--- src/rtl/rtx_timer_scan.sv ---
// Per-flow retransmission timer table with a round-robin expiry scanner that
// issues one timeout event at a time and reloads the flow from the responder's answer.
module rtx_timer_scan #(
   parameter int FLOW_CNT  = 16,
   parameter int FLOW_ID_W = 4,
   parameter int TIME_W    = 32,
   parameter int TIMER_W   = 16
) (
   input  logic                 clk,
   input  logic                 rst,
   input  logic [TIME_W-1:0]    now,
   input  logic                 arm_valid,
   input  logic [FLOW_ID_W-1:0] arm_fid,
   input  logic [TIMER_W-1:0]   arm_amnt,
   input  logic                 cancel_valid,
   input  logic [FLOW_ID_W-1:0] cancel_fid,
   output logic                 to_valid,
   output logic [FLOW_ID_W-1:0] to_fid,
   input  logic                 to_ready,
   input  logic                 rsp_valid,
   input  logic [FLOW_ID_W-1:0] rsp_fid,
   input  logic [TIMER_W-1:0]   rsp_amnt,
   output logic [15:0]          to_cnt
);

   typedef enum logic [1:0] {
      ST_SCAN     = 2'd0,
      ST_ISSUE    = 2'd1,
      ST_WAIT_RSP = 2'd2
   } state_t;

   state_t                 state_r;
   state_t                 state_s;
   logic [FLOW_ID_W-1:0]   ptr_r;
   logic [FLOW_ID_W-1:0]   ptr_s;
   logic                   to_valid_r;
   logic                   to_valid_s;
   logic [FLOW_ID_W-1:0]   to_fid_r;
   logic [FLOW_ID_W-1:0]   to_fid_s;
   logic [15:0]            to_cnt_r;
   logic [15:0]            to_cnt_s;

   logic [FLOW_CNT-1:0]    active_r;
   logic [FLOW_CNT-1:0]    override_r;
   logic [TIME_W-1:0]      deadline_r [FLOW_CNT];

   logic                   scan_hit_s;
   logic                   detect_s;
   logic                   handshake_s;
   logic                   rsp_take_s;
   logic                   in_flight_s;
   logic [TIME_W-1:0]      arm_deadline_s;
   logic [TIME_W-1:0]      rsp_deadline_s;

   function automatic logic [TIME_W-1:0] zext_amnt(input logic [TIMER_W-1:0] amnt);
      return {{(TIME_W-TIMER_W){1'b0}}, amnt};
   endfunction

   // Wrap-safe: deadline reached when now - deadline lies in the lower half of the time ring.
   function automatic logic is_expired(input logic act,
                                       input logic [TIME_W-1:0] dl,
                                       input logic [TIME_W-1:0] t);
      logic [TIME_W-1:0] diff;
      diff = t - dl;
      return act & ~diff[TIME_W-1];
   endfunction

   // Expiry test of the entry under the scan pointer and candidate deadlines
   always_comb begin
      scan_hit_s     = is_expired(active_r[ptr_r], deadline_r[ptr_r], now);
      arm_deadline_s = now + zext_amnt(arm_amnt);
      rsp_deadline_s = now + zext_amnt(rsp_amnt);
      in_flight_s    = (state_r == ST_ISSUE) || (state_r == ST_WAIT_RSP);
   end

   // Scanner FSM next-state and registered-output next values
   always_comb begin
      state_s     = state_r;
      ptr_s       = ptr_r;
      to_valid_s  = to_valid_r;
      to_fid_s    = to_fid_r;
      to_cnt_s    = to_cnt_r;
      detect_s    = 1'b0;
      handshake_s = 1'b0;
      rsp_take_s  = 1'b0;
      case (state_r)
         ST_SCAN: begin
            if (scan_hit_s) begin
               detect_s   = 1'b1;
               to_fid_s   = ptr_r;
               to_valid_s = 1'b1;
               state_s    = ST_ISSUE;
            end else begin
               ptr_s = ptr_r + FLOW_ID_W'(1);
            end
         end
         ST_ISSUE: begin
            if (to_ready) begin
               handshake_s = 1'b1;
               to_valid_s  = 1'b0;
               to_cnt_s    = to_cnt_r + 16'd1;
               state_s     = ST_WAIT_RSP;
            end else begin
               to_valid_s = 1'b1;
            end
         end
         ST_WAIT_RSP: begin
            if (rsp_valid && (rsp_fid == to_fid_r)) begin
               rsp_take_s = 1'b1;
               ptr_s      = to_fid_r + FLOW_ID_W'(1);
               state_s    = ST_SCAN;
            end else begin
               state_s = ST_WAIT_RSP;
            end
         end
         default: begin
            state_s    = ST_SCAN;
            to_valid_s = 1'b0;
         end
      endcase
   end

   // Scanner state, pointer and output registers
   always_ff @(posedge clk) begin
      if (rst) begin
         state_r    <= ST_SCAN;
         ptr_r      <= '0;
         to_valid_r <= 1'b0;
         to_fid_r   <= '0;
         to_cnt_r   <= 16'd0;
      end else begin
         state_r    <= state_s;
         ptr_r      <= ptr_s;
         to_valid_r <= to_valid_s;
         to_fid_r   <= to_fid_s;
         to_cnt_r   <= to_cnt_s;
      end
   end

   // Timer table: later statements win, so arm beats cancel and both beat FSM updates
   always_ff @(posedge clk) begin
      for (int i = 0; i < FLOW_CNT; i++) begin
         if (rst) begin
            active_r[i]   <= 1'b0;
            override_r[i] <= 1'b0;
            deadline_r[i] <= '0;
         end else begin
            if (handshake_s && (to_fid_r == FLOW_ID_W'(i))) begin
               active_r[i] <= 1'b0;
            end
            if (rsp_take_s && (to_fid_r == FLOW_ID_W'(i)) && !override_r[i]
                && (rsp_amnt != {TIMER_W{1'b0}})) begin
               active_r[i]   <= 1'b1;
               deadline_r[i] <= rsp_deadline_s;
            end
            if (cancel_valid && (cancel_fid == FLOW_ID_W'(i))) begin
               active_r[i] <= 1'b0;
            end
            if (arm_valid && (arm_fid == FLOW_ID_W'(i))) begin
               active_r[i]   <= 1'b1;
               deadline_r[i] <= arm_deadline_s;
            end
            // Override marks a datapath touch on the in-flight flow; it lives for one event only.
            if (detect_s && (ptr_r == FLOW_ID_W'(i))) begin
               override_r[i] <= 1'b0;
            end else if (rsp_take_s && (to_fid_r == FLOW_ID_W'(i))) begin
               override_r[i] <= 1'b0;
            end else if (in_flight_s && (to_fid_r == FLOW_ID_W'(i))
                         && ((arm_valid && (arm_fid == FLOW_ID_W'(i)))
                             || (cancel_valid && (cancel_fid == FLOW_ID_W'(i))))) begin
               override_r[i] <= 1'b1;
            end
         end
      end
   end

   assign to_valid = to_valid_r;
   assign to_fid   = to_fid_r;
   assign to_cnt   = to_cnt_r;

endmodule
--- config.mk ---
export PLATFORM = sky130hd
export DESIGN_NAME = rtx_timer_scan
export DESIGN_NICKNAME = d
export VERILOG_FILES = /design/src/rtl/rtx_timer_scan.sv
export SDC_FILE = /design/constraint.sdc
export NUM_CORES = 1
export LEC_CHECK = 0
export ABC_AREA = 0
export ABC_CLOCK_PERIOD_IN_PS = 12500
export CAP_MARGIN = 20
export CORE_ASPECT_RATIO = 1.75
export CORE_UTILIZATION = 40
export CTS_BUF_LIST = sky130_fd_sc_hd__clkbuf_4 sky130_fd_sc_hd__clkbuf_8 sky130_fd_sc_hd__clkbuf_16
export DETAILED_ROUTE_END_ITERATION = 10
export HOLD_SLACK_MARGIN = 0.02
export PLACE_DENSITY = 0.55
export SETUP_SLACK_MARGIN = 0.02
export SKIP_CTS_REPAIR_TIMING = 1
export SLEW_MARGIN = 40
export SYNTH_ARGS = -nofsm -noshare
export SYNTH_HDL_FRONTEND = slang
export SYNTH_SLANG_ARGS = --single-unit
--- constraint.sdc ---
create_clock -name clk -period 12.5 [get_ports clk]
set_clock_uncertainty 0.1 [all_clocks]
set_input_delay 2.5 -clock clk [delete_from_list [all_inputs] [get_ports clk]]
set_output_delay 2.5 -clock clk [all_outputs]
set_load 0.1 [all_outputs]
==> flow_results.org <==
** Drt
- Initial drt markers :: slightly below 3k
- Number of iterations in the first detailed-routing pass :: 5
- Post-detailed-route wirelength per cell :: 33.7 um
- Number of vias per cell after detailed routing :: 6.92
- Via Count :: about 24k
- Count of antenna-violating nets left after detailed routing :: 0
- For this run, design rule violations remaining after detail routing come to 0.
- After detailed routing, the total wire length is 119000 um.

** Die
- The die is about 210 um wide.
- Die height :: 371 um
- Floorplan die area :: 79000 um^2
- The initial utilization of the core area, before any placement, comes to 40.3%.
- Ports :: between 100 and 150
- Std-Cell Rows :: around 140
- Placeable core region :: ~77000 um^2

** Placement
- Final weighted congestion of routability-driven global placement :: roughly 0.9
- During placement, the flow inserted port buffers numbering ~100.
- Total placed cells including tap cells :: 3436
- Placed wire-length estimate :: between 60000 and 70000 um

** Timing
- After layout, the worst path uses between 50% and 60% of the clock period.
- Peak Freq :: roughly 160 MHz
- The tightest hold path in the finished design has a slack of slightly below 0.4 ns.
- Headroom to the max-slew limit :: between 30% and 40%
- The count of endpoints failing hold in the final timing report came to 0.
- Unrepaired setup endpoints after global routing :: false
- After routing, the total negative slack on setup checks comes to 0 ns.
- Number of max-slew violations in the final report :: 0
- Tightest Pin Transition :: around 0.93 ns
- Final setup viols :: 0
- The worst path needs approximately 6.3 ns of the cycle, external delays included.

** Setup path
- In this run the worst path has a maximum fanout of 15.
- The worst setup path is captured at a flip-flop.
- For this run, the slowest stage of the critical path takes 0.56 ns.
- Logic depth of the worst setup path including buffers :: 12
- Measured in cells, the most critical reg-to-reg path has a length of 15.
- CP required :: about 13 ns
- Startpoint class of the critical path :: primary input
- Class of the most critical setup path :: in -> reg
- Together, buffers and inverters on the worst path number 1.
- Slowest cell on crit path :: sky130_fd_sc_hd__a211o_1
- Endpoint arrival time on the critical path :: about 6.6 ns
- On the critical path the largest part of the delay comes from compound AO/OA/AOI/OAI gates.
- Critical path startpoint :: now[0]
- The critical path goes through clkdlybuf4s50_1 -> ha_1 -> fa_1 -> a21o_1 -> a21oi_1 -> o21a_1 -> o21ai_1 -> a41oi_1 -> a211o_1 -> nand2b_1 -> xor2_2 -> o22ai_1.

** Power
- Internal power :: 3.52 mW
- Switch Pwr :: approximately 1.4 mW
- The clock network accounts for 35.2% of the total power.
- In this run the power density over the cells is about 140 nW/um^2.
- Switching power share of the total :: between 20 and 30%
- Part of the total power dissipated in sequential elements :: 46.2%
- Leakage power of the design :: between 10 and 15 nW
- Combinational cells account for approximately a fifth of the total power.
- Largest vdd supply drop :: 0.104 mV

** Logic synthesis
- Leading register cell type out of synthesis :: sky130_fd_sc_hd__edfxtp_1
- When the netlist entered floorplanning its net count stood at approximately 2.6k.
- Fraction of the yosys area taken by sequential cells :: 53.5%
- The share of synthesized area in the top cell type comes to slightly below 50%.
- Each instance of the synthesized netlist takes up on average around 12 um^2.
- Largest area contributor in the synthesized netlist :: sky130_fd_sc_hd__edfxtp_1
- Yosys printed 0 warnings.
- Number of different library cells in the post-synthesis netlist :: between 80 and 90
- After synthesis the cells add up to about 31000 um^2.
- Count of flip-flops with a built-in enable after synthesis :: 512
- Mapped Cells :: 2495
- Largest cells by area after synthesis :: sky130_fd_sc_hd__edfxtp_1 49%, sky130_fd_sc_hd__mux4_2 12%, sky130_fd_sc_hd__o22ai_1 9.5%
- Flops & latches, synth :: approximately 580
- Counting flops with an async set or reset pin after synthesis yields a share of 0%.

** Final layout
- Synth-to-layout area growth :: 12.5%
- The multi-input combinational cells in the finished layout cover a total of between 10000 and 15000 um^2.
- Combined flip-flop and latch cell area :: between 15000 and 20000 um^2
- Fill cells in the final layout number 7006.
- Cells fill around 45% of the core in the end.
- At the end of the flow, the number of nets in the layout was 2617.
- Layout cells sized above 1 :: approximately a fifth
- Post-route non-filler standard cell count :: around 3.5k

** Clock tree
- The clock reaches the later pin of the worst-skew pair after 0.65 ns.
- Clock tree synthesis inserted a total of 54 buffers.
- Clock edge transition at the registers on the reported setup and hold paths :: ~0.060 ns
- In this run the number of H-tree levels came out at 2.
- In this run the deepest clock path goes through 3 buffers.
- The clock drives between 500 and 600 sinks.
- In this run the clock root is driven by a sky130_fd_sc_hd__clkbuf_16.
- Clock tree from TritonCTS :: built

** GRT
- Pin count of the biggest net entering global routing :: between 60 and 70
- The initial antenna violation count is 1.
- Number of global-route vias before repair :: ~25k
- First-pass GRT wire length :: 170000 um
- Global routing finished with a remaining overflow of 0.
- Global routing used between 30% and 40% of the available tracks across all layers.

** Job
- Max-cap violations in this run came to 0.

** Status
- Result of the run :: finished clean

** Min path
- Min-Delay Path Depth :: 2
- Worst hold path type :: reg -> reg
- The worst hold path begins at to_cnt[1].
==> per-layer routing <==
metal | vias to the layer above | global-route usage [%] | routed length (um)
met5 | - | 0 | 13
met4 | 2 | 20.4 | 8940
met3 | 489 | 6.27 | 12900
met2 | 1803 | 50.4 | 57900
met1 | 12300 | 34.8 | 39500
li1 | 9929 | - | -
==> power by group through the flow <==
stage	Sequential (mW)	Clock (mW)	Combinational, mW
final	2.26	1.72	0.912
after global routing	2.27	1.79	0.963
after CTS	2.26	1.73	0.906
after detailed placement	2.30	0	0.902
after global placement	2.30	0	0.883
after floorplan	2.26	0	0.619
==> synthesized netlist by cell type (6+ instances only) <==
cell type	instances
sky130_fd_sc_hd__xor2_4	7
sky130_fd_sc_hd__dfxtp_1	63
sky130_fd_sc_hd__a2111oi_2	7
sky130_fd_sc_hd__buf_2	24
sky130_fd_sc_hd__xnor2_1	27
sky130_fd_sc_hd__inv_1	58
sky130_fd_sc_hd__nor3b_1	6
sky130_fd_sc_hd__and2_1	7
sky130_fd_sc_hd__or2_2	13
sky130_fd_sc_hd__nand2b_1	19
sky130_fd_sc_hd__edfxtp_1	512
sky130_fd_sc_hd__a211oi_1	16
sky130_fd_sc_hd__nand3b_1	9
sky130_fd_sc_hd__nor2_1	158
sky130_fd_sc_hd__buf_1	35
sky130_fd_sc_hd__o22ai_2	10
sky130_fd_sc_hd__mux2i_1	12
sky130_fd_sc_hd__a31oi_1	14
sky130_fd_sc_hd__a41oi_1	11
sky130_fd_sc_hd__nand4_1	13
sky130_fd_sc_hd__o221ai_1	31
sky130_fd_sc_hd__nand3_1	49
sky130_fd_sc_hd__nand2_1	120
sky130_fd_sc_hd__xor2_1	43
sky130_fd_sc_hd__and3_1	9
sky130_fd_sc_hd__o22a_1	12
sky130_fd_sc_hd__ha_1	67
sky130_fd_sc_hd__nor2b_1	16
sky130_fd_sc_hd__buf_6	8
sky130_fd_sc_hd__o21a_1	35
sky130_fd_sc_hd__buf_4	9
sky130_fd_sc_hd__or3_1	7
sky130_fd_sc_hd__clkbuf_1	196
sky130_fd_sc_hd__nor4_1	14
sky130_fd_sc_hd__a21o_1	11
sky130_fd_sc_hd__mux4_2	163
sky130_fd_sc_hd__o21ai_0	41
sky130_fd_sc_hd__a21oi_1	73
sky130_fd_sc_hd__o22ai_1	475
sky130_fd_sc_hd__nor3_1	22
==> stage by stage <==
step | total power [mW] | worst slack (ns) | cell area (um^2)
after floorplan | 2.88 | 7.10 | 31100
after global routing | 5.03 | 5.85 | 35000
after global placement | 3.18 | 5.37 | 33100
after detailed placement | 3.21 | 5.57 | 33200
final | 4.89 | 6.16 | 35000
after CTS | 4.90 | 6.16 | 35000
==> cell families after synthesis <==
logic type	count (synthesis)	synth area share, %
AO/OA/AOI/OAI	780	16.7
buffers and inverters	331	4.39
adder cells (fa/ha/maj)	69	2.82
flip-flops	575	53.5
AND/OR/NAND/NOR	486	7.70
XOR/XNOR	79	2.73
multiplexers	175	12.2
==> cell usage in the layout, fill, tap and decap left out, types with 10 or more instances in the layout <==
master                            synthesis  layout
sky130_fd_sc_hd__xnor2_1                 27      19
sky130_fd_sc_hd__a31oi_1                 14      14
sky130_fd_sc_hd__nand2_1                120     110
sky130_fd_sc_hd__o21a_1                  35      35
sky130_fd_sc_hd__a211oi_1                16      15
sky130_fd_sc_hd__or2_2                   13      11
sky130_fd_sc_hd__mux2i_1                 12      12
sky130_fd_sc_hd__nor2b_1                 16      16
sky130_fd_sc_hd__edfxtp_1               512     512
sky130_fd_sc_hd__buf_2                   24      21
sky130_fd_sc_hd__a21oi_1                 73      72
sky130_fd_sc_hd__nor4_1                  14      13
sky130_fd_sc_hd__nand3_2                  1      13
sky130_fd_sc_hd__a41oi_1                 11      11
sky130_fd_sc_hd__o22ai_1                475     475
sky130_fd_sc_hd__nand4_1                 13      13
sky130_fd_sc_hd__dfxtp_1                 63      59
sky130_fd_sc_hd__o21ai_0                 41      41
sky130_fd_sc_hd__clkinv_1                 0      10
sky130_fd_sc_hd__ha_1                    67      67
sky130_fd_sc_hd__xor2_1                  43      29
sky130_fd_sc_hd__clkinv_2                 0      16
sky130_fd_sc_hd__a21o_1                  11      11
sky130_fd_sc_hd__inv_1                   58      58
sky130_fd_sc_hd__nor2_1                 158     154
sky130_fd_sc_hd__mux4_2                 163     163
sky130_fd_sc_hd__clkdlybuf4s50_1          0      80
sky130_fd_sc_hd__o22a_1                  12      12
sky130_fd_sc_hd__nand2b_1                19      14
sky130_fd_sc_hd__buf_4                    9      83
sky130_fd_sc_hd__o221ai_1                31      31
sky130_fd_sc_hd__nand2_2                  1      10
sky130_fd_sc_hd__clkbuf_16                0      55
sky130_fd_sc_hd__o22ai_2                 10      10
sky130_fd_sc_hd__xor2_2                   0      14
sky130_fd_sc_hd__nand3_1                 49      34
sky130_fd_sc_hd__nor3_1                  22      22
==> worst paths after layout <==
path | to | slack (ns)
min | to_cnt[1] | 0.40
max | deadline_r[7][24] | 6.16
max reg2reg | override_r[12] | 6.24
min reg2reg | to_cnt[1] | 0.40
==> tightest hold or removal path: cells and delay by family, from the launching register on <==
| family | cells | cell delay [ns] |
|---|---|---|
| flip-flops | 1 | 0.33 |
| AND/OR/NAND/NOR | 1 | 0.06 |
| AO/OA/AOI/OAI | 1 | 0.05 |
==> registers in the layout, summed over array words and instances (netlist names), named ones only <==
register    flops
to_cnt         16
to_fid          4
deadline_r    512
active_r       16
state_r         2
override_r     16
ptr_r           4
to_valid        1
==> layout make-up <==
class	instances	area share, %
tap	1027	3.67
sequential	575	47.5
multi-input combinational	1589	38.5
timing repair buffer	187	4.49
inverter	59	0.632
antenna	1	0.00715
clock inverter	36	0.990
clock buffer	64	4.12
No activity file was read; power rests on OpenSTA's default activity.
